### src/rtl/input_capture_pkg.sv
`default_nettype none
// ============================================================================
// Package : ic_pkg
// Brief   : Shared widths, capture FSM states and saturating helpers for the
//           input_capture block.
// Rev     : 1.0  initial release
// ============================================================================
package ic_pkg;

  localparam int CNT_W = 32;
  localparam logic [CNT_W-1:0] CNT_MAX = '1;

  typedef enum logic [1:0] {
    IDLE      = 2'd0,
    WAIT_FALL = 2'd1,
    WAIT_RISE = 2'd2
  } state_t;

  // Increment that sticks at the all-ones value instead of wrapping.
  function automatic logic [CNT_W-1:0] sat_inc(input logic [CNT_W-1:0] v);
    return (v == CNT_MAX) ? v : v + 1'b1;
  endfunction

  // Sum of two counts, clamped to the all-ones value on overflow.
  function automatic logic [CNT_W-1:0] sat_add(input logic [CNT_W-1:0] a,
                                               input logic [CNT_W-1:0] b);
    logic [CNT_W:0] s;
    s = {1'b0, a} + {1'b0, b};
    return s[CNT_W] ? CNT_MAX : s[CNT_W-1:0];
  endfunction

endpackage
`default_nettype wire

### src/rtl/input_capture_if.sv
`default_nettype none
// ============================================================================
// Interface : input_capture_if
// Brief     : Measured input pin plus the timing results and done strobe.
// Rev       : 1.0  initial release
// ============================================================================
interface input_capture_if;
  import ic_pkg::*;

  logic             signal_in;
  logic [CNT_W-1:0] high_time;
  logic [CNT_W-1:0] low_time;
  logic [CNT_W-1:0] period_time;
  logic             measurement_done;

  // Side that owns the pin and consumes the results.
  modport master (
    output signal_in,
    input  high_time,
    input  low_time,
    input  period_time,
    input  measurement_done
  );

  // Measurement block.
  modport slave (
    input  signal_in,
    output high_time,
    output low_time,
    output period_time,
    output measurement_done
  );

endinterface
`default_nettype wire

### src/rtl/input_capture_sync_edge.sv
`default_nettype none
// ============================================================================
// Module : input_sync_edge
// Brief  : Multi-flop synchronizer for an asynchronous input followed by one
//          history register, giving single-cycle rise/fall pulses.
// Rev    : 1.0  initial release
// ============================================================================
module input_sync_edge #(
  parameter int SYNC_STAGES = 2
) (
  input  logic clk,
  input  logic rst,
  input  logic async_in,
  output logic sync_out,
  output logic rise,
  output logic fall
);

  logic [SYNC_STAGES-1:0] r_sync;
  logic                   r_prev;

  // Shift the pin through the synchronizer chain and keep the last synced value.
  always_ff @(posedge clk or negedge rst) begin
    if (!rst) begin
      r_sync <= '0;
      r_prev <= 1'b0;
    end else begin
      r_sync <= {r_sync[SYNC_STAGES-2:0], async_in};
      r_prev <= r_sync[SYNC_STAGES-1];
    end
  end

  assign sync_out = r_sync[SYNC_STAGES-1];
  assign rise     =  r_sync[SYNC_STAGES-1] & ~r_prev;
  assign fall     = ~r_sync[SYNC_STAGES-1] &  r_prev;

endmodule
`default_nettype wire

### src/rtl/input_capture.sv
`default_nettype none
// ============================================================================
// Module : input_capture
// Brief  : Measures high time, low time and period of an asynchronous square
//          wave in system clock cycles; pulses measurement_done per period and
//          clears results when the input stops toggling.
// Rev    : 1.0  initial release
// ============================================================================
module input_capture
  import ic_pkg::*;
#(
  parameter int          CLOCK_FREQ     = 50_000_000,
  parameter int unsigned TIMEOUT_CYCLES = 2 * CLOCK_FREQ,
  parameter int          SYNC_STAGES    = 2
) (
  input  logic clk,
  input  logic rst,
  input_capture_if.slave bus
);

  localparam logic [CNT_W-1:0] c_timeout = CNT_W'(TIMEOUT_CYCLES);

  logic             w_sync_unused;
  logic             w_rise;
  logic             w_fall;
  logic             w_timeout;
  logic             w_cap_high;
  logic             w_cap_low;
  logic [CNT_W-1:0] w_cnt_cap;
  state_t           r_state;
  state_t           w_next;
  logic [CNT_W-1:0] r_cnt;
  logic [CNT_W-1:0] r_high_cap;
  logic [CNT_W-1:0] r_high;
  logic [CNT_W-1:0] r_low;
  logic [CNT_W-1:0] r_period;
  logic             r_done;

  input_sync_edge #(
    .SYNC_STAGES (SYNC_STAGES)
  ) u_sync (
    .clk      (clk),
    .rst      (rst),
    .async_in (bus.signal_in),
    .sync_out (w_sync_unused),
    .rise     (w_rise),
    .fall     (w_fall)
  );

  // The value captured at an edge includes the edge cycle itself.
  assign w_cnt_cap = sat_inc(r_cnt);
  // Silence is only meaningful once a measurement has started.
  assign w_timeout = (r_state != IDLE) && (r_cnt >= c_timeout);

  // Edge-to-edge cycle counter, restarted by either edge and saturating.
  always_ff @(posedge clk or negedge rst) begin
    if (!rst) begin
      r_cnt <= '0;
    end else if (w_rise || w_fall) begin
      r_cnt <= '0;
    end else begin
      r_cnt <= sat_inc(r_cnt);
    end
  end

  // Capture FSM state register.
  always_ff @(posedge clk or negedge rst) begin
    if (!rst) begin
      r_state <= IDLE;
    end else begin
      r_state <= w_next;
    end
  end

  // Capture FSM next-state logic; timeout dominates any coincident edge.
  always_comb begin
    w_next = r_state;
    if (w_timeout) begin
      w_next = IDLE;
    end else begin
      case (r_state)
        IDLE:      if (w_rise) w_next = WAIT_FALL;
        WAIT_FALL: if (w_fall) w_next = WAIT_RISE;
        WAIT_RISE: if (w_rise) w_next = WAIT_FALL;
        default:   w_next = IDLE;
      endcase
    end
  end

  // Capture FSM outputs: which edge loads which measurement.
  always_comb begin
    w_cap_high = 1'b0;
    w_cap_low  = 1'b0;
    if (!w_timeout) begin
      w_cap_high = (r_state == WAIT_FALL) && w_fall;
      w_cap_low  = (r_state == WAIT_RISE) && w_rise;
    end
  end

  // High time is held privately until the closing rise so all three results
  // change together with the done strobe.
  always_ff @(posedge clk or negedge rst) begin
    if (!rst) begin
      r_high_cap <= '0;
      r_high     <= '0;
      r_low      <= '0;
      r_period   <= '0;
      r_done     <= 1'b0;
    end else if (w_timeout) begin
      r_high_cap <= '0;
      r_high     <= '0;
      r_low      <= '0;
      r_period   <= '0;
      r_done     <= 1'b0;
    end else begin
      r_done <= w_cap_low;
      if (w_cap_high) begin
        r_high_cap <= w_cnt_cap;
      end
      if (w_cap_low) begin
        r_high   <= r_high_cap;
        r_low    <= w_cnt_cap;
        r_period <= sat_add(r_high_cap, w_cnt_cap);
      end
    end
  end

  assign bus.high_time        = r_high;
  assign bus.low_time         = r_low;
  assign bus.period_time      = r_period;
  assign bus.measurement_done = r_done;

endmodule
`default_nettype wire

### src/flat_wrapper.sv
// flat-port wrapper written by rule: the top's interface ports become plain ports
module input_capture_flat import ic_pkg::*;
#(
  parameter int          CLOCK_FREQ     = 50_000_000,
  parameter int unsigned TIMEOUT_CYCLES = 2 * CLOCK_FREQ,
  parameter int          SYNC_STAGES    = 2
)
  (clk, rst, bus_signal_in, bus_high_time, bus_low_time, bus_period_time, bus_measurement_done);
  input_capture_if bus_i ();
  input  logic clk;
  input  logic rst;
  input wire logic [$bits(bus_i.signal_in)-1:0] bus_signal_in;
  output wire logic [$bits(bus_i.high_time)-1:0] bus_high_time;
  output wire logic [$bits(bus_i.low_time)-1:0] bus_low_time;
  output wire logic [$bits(bus_i.period_time)-1:0] bus_period_time;
  output wire logic [$bits(bus_i.measurement_done)-1:0] bus_measurement_done;
  assign bus_i.signal_in = bus_signal_in;
  assign bus_high_time = bus_i.high_time;
  assign bus_low_time = bus_i.low_time;
  assign bus_period_time = bus_i.period_time;
  assign bus_measurement_done = bus_i.measurement_done;
  input_capture #(.CLOCK_FREQ(CLOCK_FREQ), .TIMEOUT_CYCLES(TIMEOUT_CYCLES), .SYNC_STAGES(SYNC_STAGES)) u_core (.clk(clk), .rst(rst), .bus(bus_i));
endmodule
### config.mk
export PLATFORM = sky130hd
export DESIGN_NAME = input_capture_flat
export DESIGN_NICKNAME = d
export VERILOG_FILES = /design/src/rtl/input_capture_pkg.sv /design/src/rtl/input_capture_if.sv /design/src/rtl/input_capture_sync_edge.sv /design/src/rtl/input_capture.sv /design/src/flat_wrapper.sv
export SDC_FILE = /design/constraint.sdc
export NUM_CORES = 1
export LEC_CHECK = 0
export ABC_AREA = 0
export CAP_MARGIN = 5
export CORE_MARGIN = 2
export CORE_UTILIZATION = 55
export CTS_BUF_LIST = sky130_fd_sc_hd__clkbuf_8
export CTS_CLUSTER_SIZE = 8
export DETAILED_ROUTE_END_ITERATION = 7
export DONT_BUFFER_PORTS = 1
export PLACE_DENSITY = 0.77
export SLEW_MARGIN = 20
export SYNTH_ARGS = -nofsm -noshare
export SYNTH_HDL_FRONTEND = slang
export SYNTH_SLANG_ARGS = --single-unit
### constraint.sdc
create_clock -name clk -period 3.71 [get_ports clk]
set_input_delay 0.742 -clock clk [delete_from_list [all_inputs] [get_ports clk]]
set_output_delay 0.742 -clock clk [all_outputs]
set_load 0.01 [all_outputs]
* Word-level counts from Yosys, hierarchy flattened *
Cells that the tools add are included.

word-level totals
  output and inout port bits = 97
  flip-flop bits (word level) = 166
  logic and storage cells = 49

cells by class
  add/subtract/negate cells = 2
  order comparisons = 1
  bitwise gates (word level) = 4
  muxes and demuxes = 18
  equality and inequality tests = 5
  reductions and logical operators = 10

operator list
  cell                                                                                   count
  32-bit 2-to-1 mux                                                                      11
  32-bit by 32-bit adder with 33-bit output                                              1
  32-bit by 1-bit adder with 32-bit output, second input constant                        1
  32-bit equality test, second input constant                                            1
  32-bit by 27-bit greater-or-equal comparator with 1-bit output, second input constant  1
  2-bit 2-to-1 mux                                                                       3
  3-bit by 1-bit inequality test with 1-bit output, second input constant                2
  2-bit nonzero test                                                                     3
  2-bit case mux with 2 select lines                                                     1
  1-bit logical AND                                                                      3
  1-bit 2-to-1 mux                                                                       3
  1-bit AND                                                                              2
  2-bit by 1-bit equality test with 1-bit output, second input constant                  1
  2-bit equality test, second input constant                                             1
  2-bit zero test                                                                        1
  1-bit NOT                                                                              2
  2-bit AND reduction                                                                    1
  2-bit OR reduction                                                                     1
  1-bit logical OR                                                                       1

* Depth between registers and ports, before layout *
Gate-level depths: netlist (run 1).

  word-level depth = 6
  depth in mapped cells = 18
  gate-level depth less buffers = 17

* Cells and area by module *
From an unflattened synthesis (run 1), not the netlist that was laid out.

unflattened totals
  cells, all modules = 868
  area, all modules = 8,429.3 µm²

modules (own cells, without submodules)
  module           seq. area each (µm²)  area each (µm²)  times used  cells each
  input_capture    4,078.9               8,339.2          1           863
  input_sync_edge  75.1                  90.1             1           5

* Least setup slack after synthesis (run 1) *
No wires, ideal clock.

  path kind = reg2reg
  start = register u_core.r_cnt[8]
  end = register u_core.r_period[29], in the netlist u_core.bus.period_time[29]
  setup slack = -0.176 ns
  stages on the path, launching flop included = 18
  path buffers = 0
  data arrival time = 3.757 ns
  period minus slack after synthesis = 3.886 ns
  path through = dfrtp_1 -> and4_4 -> nand4_4 -> or2_1 -> o21ai_0 -> or2_2 -> nor2_1 -> xnor2_1 -> inv_1 -> ha_1 -> a21oi_1 -> o21bai_1 -> a221oi_2 -> a21oi_1 -> o31a_1 -> a221oi_2 -> mux2i_1 -> nand3_1

on the way
  cells in the longest elaborated chain, start to end = 6
  elaborated cells on any way between the ends = 11

ends and longest elaborated chain
  what                                                                              RTL line                 text
  start, declared                                                                   input_capture.sv:32      logic [CNT_W-1:0] r_cnt;
  start signal, assigned                                                            input_capture.sv:62      r_cnt <= sat_inc(r_cnt);
  32-bit by 1-bit adder with 32-bit output or 32-bit equality test (tied branches)  input_capture_pkg.sv:21  return (v == CNT_MAX) ? v : v + 1'b1;
  32-bit 2-to-1 mux                                                                 input_capture_pkg.sv:21
  32-bit by 32-bit adder with 33-bit output                                         input_capture_pkg.sv:28  s = {1'b0, a} + {1'b0, b};
  32-bit 2-to-1 mux                                                                 input_capture_pkg.sv:29  return s[CNT_W] ? CNT_MAX : s[CNT_W-1:0];
  32-bit 2-to-1 mux                                                                 input_capture.sv:120     if (w_cap_low) begin
  32-bit 2-to-1 mux                                                                 input_capture.sv:109     end else if (w_timeout) begin
  end signal, assigned                                                              input_capture.sv:123     r_period <= sat_add(r_high_cap, w_cnt_cap);
  end, declared                                                                     input_capture.sv:36      logic [CNT_W-1:0] r_period;

Several ways; a longest one is shown, not always the timed one. The select of a mux whose other input is x is not followed.
A chain may end at the register's enable or synchronous reset.

* Worst setup path after layout (run 1) *
  start = register u_core.r_cnt[26]
  end = register u_core.r_period[29], in the netlist u_core.bus.period_time[29]

The elaborated chain is that of the path after synthesis.

==> results.md, run 1 <==
- Run status: finished with violations
- Failing checks: negative hold slack, negative setup slack
- Final Instance Area: 10,800 um2
- Initial antenna violation count: 0
- Met1 Use GR: 0.412
- Vias in the first global route: 6,469
- CP Max Fanout: 5
- Slowest cell on crit path: dfrtp_1
- Post-route minimum period: 3800 ps
- Final wirelength: 22.9 mm
- Post-place setup slack: -242 ps
- Largest net degree at the start of global routing: 167
- Worst hold path type: input port to asynchronous set/reset pin
- Initial Utilization: 0.566
- Top cells by area, synth: dfrtp_1 (48%), ha_1 (6.1%), nand2_1 (4.2%)
- Die Wd: 130 um
- Cell Pwr Density: 587 nW/um2
- Multiplexer area fraction after synthesis: 0.00693
- Synth Area in Compound Gates: 0.191
- Share of synthesized registers carrying an async set or reset: 1.00
- Buffers added on ports: 0
- Critical Path RT: 4070 ps
- Area Overhead vs Synth: 25.0%
- DIE AREA: 16,800 um2
- Inst Count DP: 1,193
- ANT cells: 0
- Residual DRC: 0
- Root Buffer: clkbuf_8
- Max Buffers Root-to-Sink: 2
- Final worst slack: -88.7 ps
- Cell taking the most area after synthesis: dfrtp_1
- Num CTS Buffers: 17
- CP startpoint kind: register
- Post-Layout Cell Count: 1,240
- Number of vias per cell: 5.71
- Buf/Inv on CP: 4
- RSZ-0062 raised after global routing: true
- GRT busiest layer: met1
- Final Hold Fails: 166
- Slew Viols, Final: 0
- Cells after synthesis: 888
- Skew final: 15.2 ps
- Skew-Pair Late Insertion Delay: 480 ps
- Die height: 130 um
- Final net count: 1,063
- Post-Synth Adder-Cell Area: 0.0630
- Worst IR Drop VDD: 398 uV
- Post-Syn Nets: 934
- Drt first pass iters: 6
- Setup violators final: 4
- CTS tree: yes
- Commonest cells after routing, fill and taps aside: dfrtp_1 (166), buf_4 (147), nand2_1 (93)
- Post-synth EDFFs: 0
- Pleak: 5.36 nW
- FMAX: 263 MHz
- M2 GR Usage: 0.383
- Fill count: 1,103
- CP delay by family, top: compound AO/OA/AOI/OAI gates
- First-pass GRT wire length: 34.8 mm
- GP Congestion: 0.935
- Yosys warnings: 0
- Gr ovfl total: 0
- Sequential-to-total area share from yosys stat: 0.479
- Post-DP HPWL: 15.6 mm
- Core area: 15,300 um2
- Critical path type: register to register
- Clock sink total: 166
- Met3 Use GR: 0.0528
- Syn Std Cell Area: 8660 um2
- Routed len/inst: 18.5 um
- Ys flop type: dfrtp_1
- Share of final-layout standard cells stronger than drive strength 1: 0.273
- Synth cell types: 69
- Syn avg cell area: 9.76 um2
- Slowest Stage Delay on Critical Path: 360 ps
- Final worst path period share: 1.02
- Drt first-iter violations: 545
- GRT Util Overall: 0.268
- Critical path arrival: 4160 ps
- Slew @ Worst Pin: 940 ps
- Vias: 7,075
- Worst setup EP type: register
- H-Tree Depth: 4
- Seq cells post-synth: 166
- Post-Synth Simple-Gate Area: 0.169
- Number of max-cap violations: 0
- Detail Route Antenna Nets: 0
- Row count: 45
- Hold Slack: -50.8 ps
- DP Area: 9800 um2
- Final design utilization: 0.707
- IO Pins: 100
- Clk pin slew, worst setup/hold paths: 90 ps
- Synth Area in XOR/XNOR: 0.0505
- Critical-path cell list: nand4_1 > nor3_2 > nand3_1 > buf_6 > nor2_4 > buf_6 > mux2i_4 > inv_1 > ha_1 > a211oi_2 > o21ai_2 > o211ai_1 > buf_4 > a21oi_4 > o31a_1 > a221oi_2 > mux2i_1 > nand3_1
- Combinational family with the most area after synthesis: compound AO/OA/AOI/OAI gates
- Most common cell after layout, fill and taps aside: dfrtp_1
- Rel. slew slack: 0.373
- Post-synth top area share: 0.479
==> final cells by class <==
cell class                      count  area, um2  area share
Inverter                           44        165      0.0153
Sequential cell                   166       4150       0.384
Multi-Input combinational cell    636       4680       0.433
Tap cell                          211        264      0.0244
Clock inverter                     12        130      0.0120
Clock buffer                       19        262      0.0242
Timing Repair Buffer              152       1170       0.108
==> through the flow <==
stage	power [W]	setup TNS (ps)
5_1_grt	0.00672	-3290
3_5_place_dp	0.00477	-3900
3_3_place_gp	0.00472	-817
4_1_cts	0.00610	0
2_1_floorplan	0.00409	-30.6
6_report	0.00635	-145
==> repair_timing <==
item                                    in CTS  in global routing
hold endpoints to repair                   166                166
resized for setup                            9                111
buffers inserted                             4                 12
endpoints found under the setup margin      32                 32
pin swaps                                    6                 54
==> cell usage after synthesis (3+ instances only) <==
master and number:
o21ai_1 3, inv_1 43, nand2_1 97, dfrtp_1 166, nand3_1 19, mux2i_1 6, nand2b_1 5, xor2_1 13
buf_4 3, nor2b_1 30, a211oi_1 33, ha_1 42, a21oi_1 52, a21o_1 19, clkbuf_1 27, a31oi_1 7
nor3_1 5, buf_2 12, o211ai_1 9, and2_1 19, o21bai_1 4, o21ai_0 56, and3_1 8, o22ai_1 3
and4_1 3, xnor2_1 37, a22o_1 31, o21a_1 6, nand4_1 6, nor2_1 76
==> flip-flops by register name, summed over array words and instances (netlist names) <==
name,count
u_core.bus.high_time,32
u_core.bus.low_time,32
u_core.bus.period_time,32
u_core.r_cnt,32
u_core.r_high_cap,32
u_core.r_state,2
u_core.u_sync.r_sync,2
u_core.bus.measurement_done,1
u_core.u_sync.r_prev,1
==> layer usage <==
metal  routed length (um)  up-vias
met1                10900     3417
li1                     -     3353
met5                    0        -
met3                 1460       40
met4                  533        0
met2                 9990      265
==> power breakdown <==
part / switching [W] / internal [W] / total, W
logic: 0.000977 / 0.000940 / 0.00192
clock network: 0.000689 / 0.000628 / 0.00132
registers: 0.000747 / 0.00237 / 0.00312
total: 0.00241 / 0.00394 / 0.00635
==> kinds of logic (layout without fill, tap and decap cells) <==
| group | count (synthesis) | count (layout) |
|---|---|---|
| fa+ha+maj | 43 | 43 |
| compound gates | 245 | 245 |
| buf+inv | 86 | 227 |
| xor+xnor | 50 | 50 |
| mux | 6 | 6 |
| flops | 166 | 166 |
| simple gates | 292 | 292 |
==> final timing paths <==
check                                                               to                         startpoint  slack [ps]  depth (start not counted)
worst max-delay path            u_core.bus.period_time[29]$_DFFE_PN0P_         u_core.r_cnt[26]$_DFF_PN0_         -90                         18
worst min-delay path                u_core.bus.low_time[4]$_DFFE_PN0P_                                rst         -50                          0
worst max register to register  u_core.bus.period_time[29]$_DFFE_PN0P_         u_core.r_cnt[26]$_DFF_PN0_         -90                         18
worst min register to register       u_core.u_sync.r_sync[1]$_DFF_PN0_  u_core.u_sync.r_sync[0]$_DFF_PN0_         390                          0
max in group asynchronous       u_core.bus.period_time[31]$_DFFE_PN0P_                                rst        3570                          0
min in group clk                     u_core.u_sync.r_sync[0]$_DFF_PN0_                      bus_signal_in         300                          0
Power figures use the tool's default switching activity.
==> inputs of run 2 (changes only) <==
--- a/config.mk
+++ b/config.mk
@@ -13,6 +13,7 @@
 export CTS_CLUSTER_SIZE = 8
 export DETAILED_ROUTE_END_ITERATION = 7
 export DONT_BUFFER_PORTS = 1
+export GPL_TIMING_DRIVEN = 0
 export PLACE_DENSITY = 0.77
 export SLEW_MARGIN = 20
 export SYNTH_ARGS = -nofsm -noshare
==> run 2 against run 1 <==
Against the previous run: wire length increased by 16%; flip-flop and latch count unchanged; utilization grew 2.0 points; the run still ends with negative hold slack, negative setup slack left; cell count shrank 1.4%; critical path type unchanged; combinational power decreased by 3%; clock skew about the same; final area grew 2.9%.
==> results.md, run 2 (synthesis results as in run 1) <==
- Run status: finished with violations
- Failing checks: negative hold slack, negative setup slack
- Number of max-cap violations: 0
- Num CTS Buffers: 17
- Core area: 15,300 um2
- CP startpoint kind: register
- Routed len/inst: 21.6 um
- Fill count: 1,015
- Critical Path RT: 4080 ps
- Largest net degree at the start of global routing: 167
- Final wirelength: 26.4 mm
- RSZ-0062 raised after global routing: true
- Slowest cell on crit path: dfrtp_1
- Drt first-iter violations: 811
- Clk pin slew, worst setup/hold paths: 100 ps
- Hold Slack: -68.3 ps
- Most used cell along the critical path: buf_4
- Commonest cells after routing, fill and taps aside: dfrtp_1 (160), nand2_1 (94), buf_4 (92)
- Worst hold path type: input port to asynchronous set/reset pin
- CP Max Fanout: 5
- Cell Pwr Density: 585 nW/um2
- Post-route minimum period: 3970 ps
- Critical-path cell list: nand4_1 > nor3_4 > nand3_4 > buf_4 > o2111ai_4 > buf_4 > nor2_2 > xnor2_2 > inv_2 > ha_4 > and4_4 > and2_4 > nand3_1 > a21oi_2 > o31a_1 > buf_4 > a31oi_4 > mux2i_1 > nand3_1
- Die Wd: 130 um
- Skew final: 15.2 ps
- Critical path arrival: 4340 ps
- Slowest Stage Delay on Critical Path: 400 ps
- Rel. slew slack: 0.202
- Skew-Pair Late Insertion Delay: 490 ps
- Gr ovfl total: 0
- CTS tree: yes
- Buf/Inv on CP: 4
- DIE AREA: 16,800 um2
- Initial Utilization: 0.566
- Drt first pass iters: 5
- Slew @ Worst Pin: 1190 ps
- Root Buffer: clkbuf_8
- Most common cell after layout, fill and taps aside: dfrtp_1
- Final worst slack: -258 ps
- H-Tree Depth: 4
- Initial antenna violation count: 0
- IO Pins: 100
- Residual DRC: 0
- Worst IR Drop VDD: 346 uV
- Setup violators final: 32
- Number of vias per cell: 6.11
- Slew Viols, Final: 0
- First-pass GRT wire length: 38.0 mm
- Final Hold Fails: 135
- Row count: 45
- Final worst path period share: 1.07
- CP delay by family, top: simple AND/OR/NAND/NOR gates
- Pleak: 5.24 nW
- Max Buffers Root-to-Sink: 2
- Share of final-layout standard cells stronger than drive strength 1: 0.300
- Post-DP HPWL: 15.6 mm
- Setup_tns: -4020 ps
- Clock sink total: 166
- ANT cells: 0
- Final net count: 1,045
- Vias in the first global route: 7,076
- Post-place setup slack: -876 ps
- GRT Util Overall: 0.296
- Detail Route Antenna Nets: 0
- Area Overhead vs Synth: 28.6%
- Die height: 130 um
- Flop2flop setup slack: -260 ps
- Vias: 7,469
- GP Congestion: 0.888
- Worst setup EP type: register
- Critical path type: register to register
- Buffers added on ports: 0
- FMAX: 252 MHz
- Final design utilization: 0.727
## run 2: area by class of cell
type                            count  area (um2)  area share
Sequential cell                   166        4160       0.374
Tap cell                          211         264      0.0237
Timing Repair Buffer               94         741      0.0665
Multi-Input combinational cell    636        5150       0.462
Buffer                             40         194      0.0174
Clock buffer                       19         262      0.0235
Clock inverter                     13         204      0.0183
Inverter                           44         165      0.0148
## run 2: routing by layer
metal / GRT usage / up-vias / share of wire
met3: 0.0685 / 63 / 0.083
met5: 0 / - / 0
met4: 0.105 / 0 / 0.026
met2: 0.463 / 399 / 0.48
li1: - / 3317 / -
met1: 0.409 / 3690 / 0.41
## run 2: path summary, 6_finish.rpt
kind	start	end	depth (start not counted)
setup / recovery	u_core.r_cnt[24]$_DFF_PN0_	u_core.bus.period_time[27]$_DFFE_PN0P_	19
hold / removal	rst	u_core.r_cnt[2]$_DFF_PN0_	0
setup reg to reg	u_core.r_cnt[24]$_DFF_PN0_	u_core.bus.period_time[27]$_DFFE_PN0P_	19
hold reg to reg	u_core.u_sync.r_sync[0]$_DFF_PN0_	u_core.u_sync.r_sync[1]$_DFF_PN0_	0
max in group asynchronous	rst	u_core.r_cnt[27]$_DFF_PN0_	0
min in group clk	bus_signal_in	u_core.u_sync.r_sync[0]$_DFF_PN0_	0
## run 2: metrics by stage
stage	power, W	std cells	area [um2]	hold WS [ps]
detailed placement	0.00455	1099	8950	336
global placement	0.00450	1099	8950	334
global route	0.00687	1223	11100	-83.7
floorplan	0.00409	888	8680	331
finish	0.00652	1223	11100	-68.3
CTS	0.00624	1186	10400	-60.1
## run 2: repair_timing
item	4_1_cts	5_1_grt
hold endpoints to repair	166	166
setup endpoints to repair	32	32
gates resized for setup	107	118
pin swaps	53	82
setup buffers	57	36
cloned	0	2
## run 2: report_power, final
group          switching, W  internal [W]
sequential         0.000739       0.00237
clock              0.000711      0.000835
combinational       0.00101      0.000858
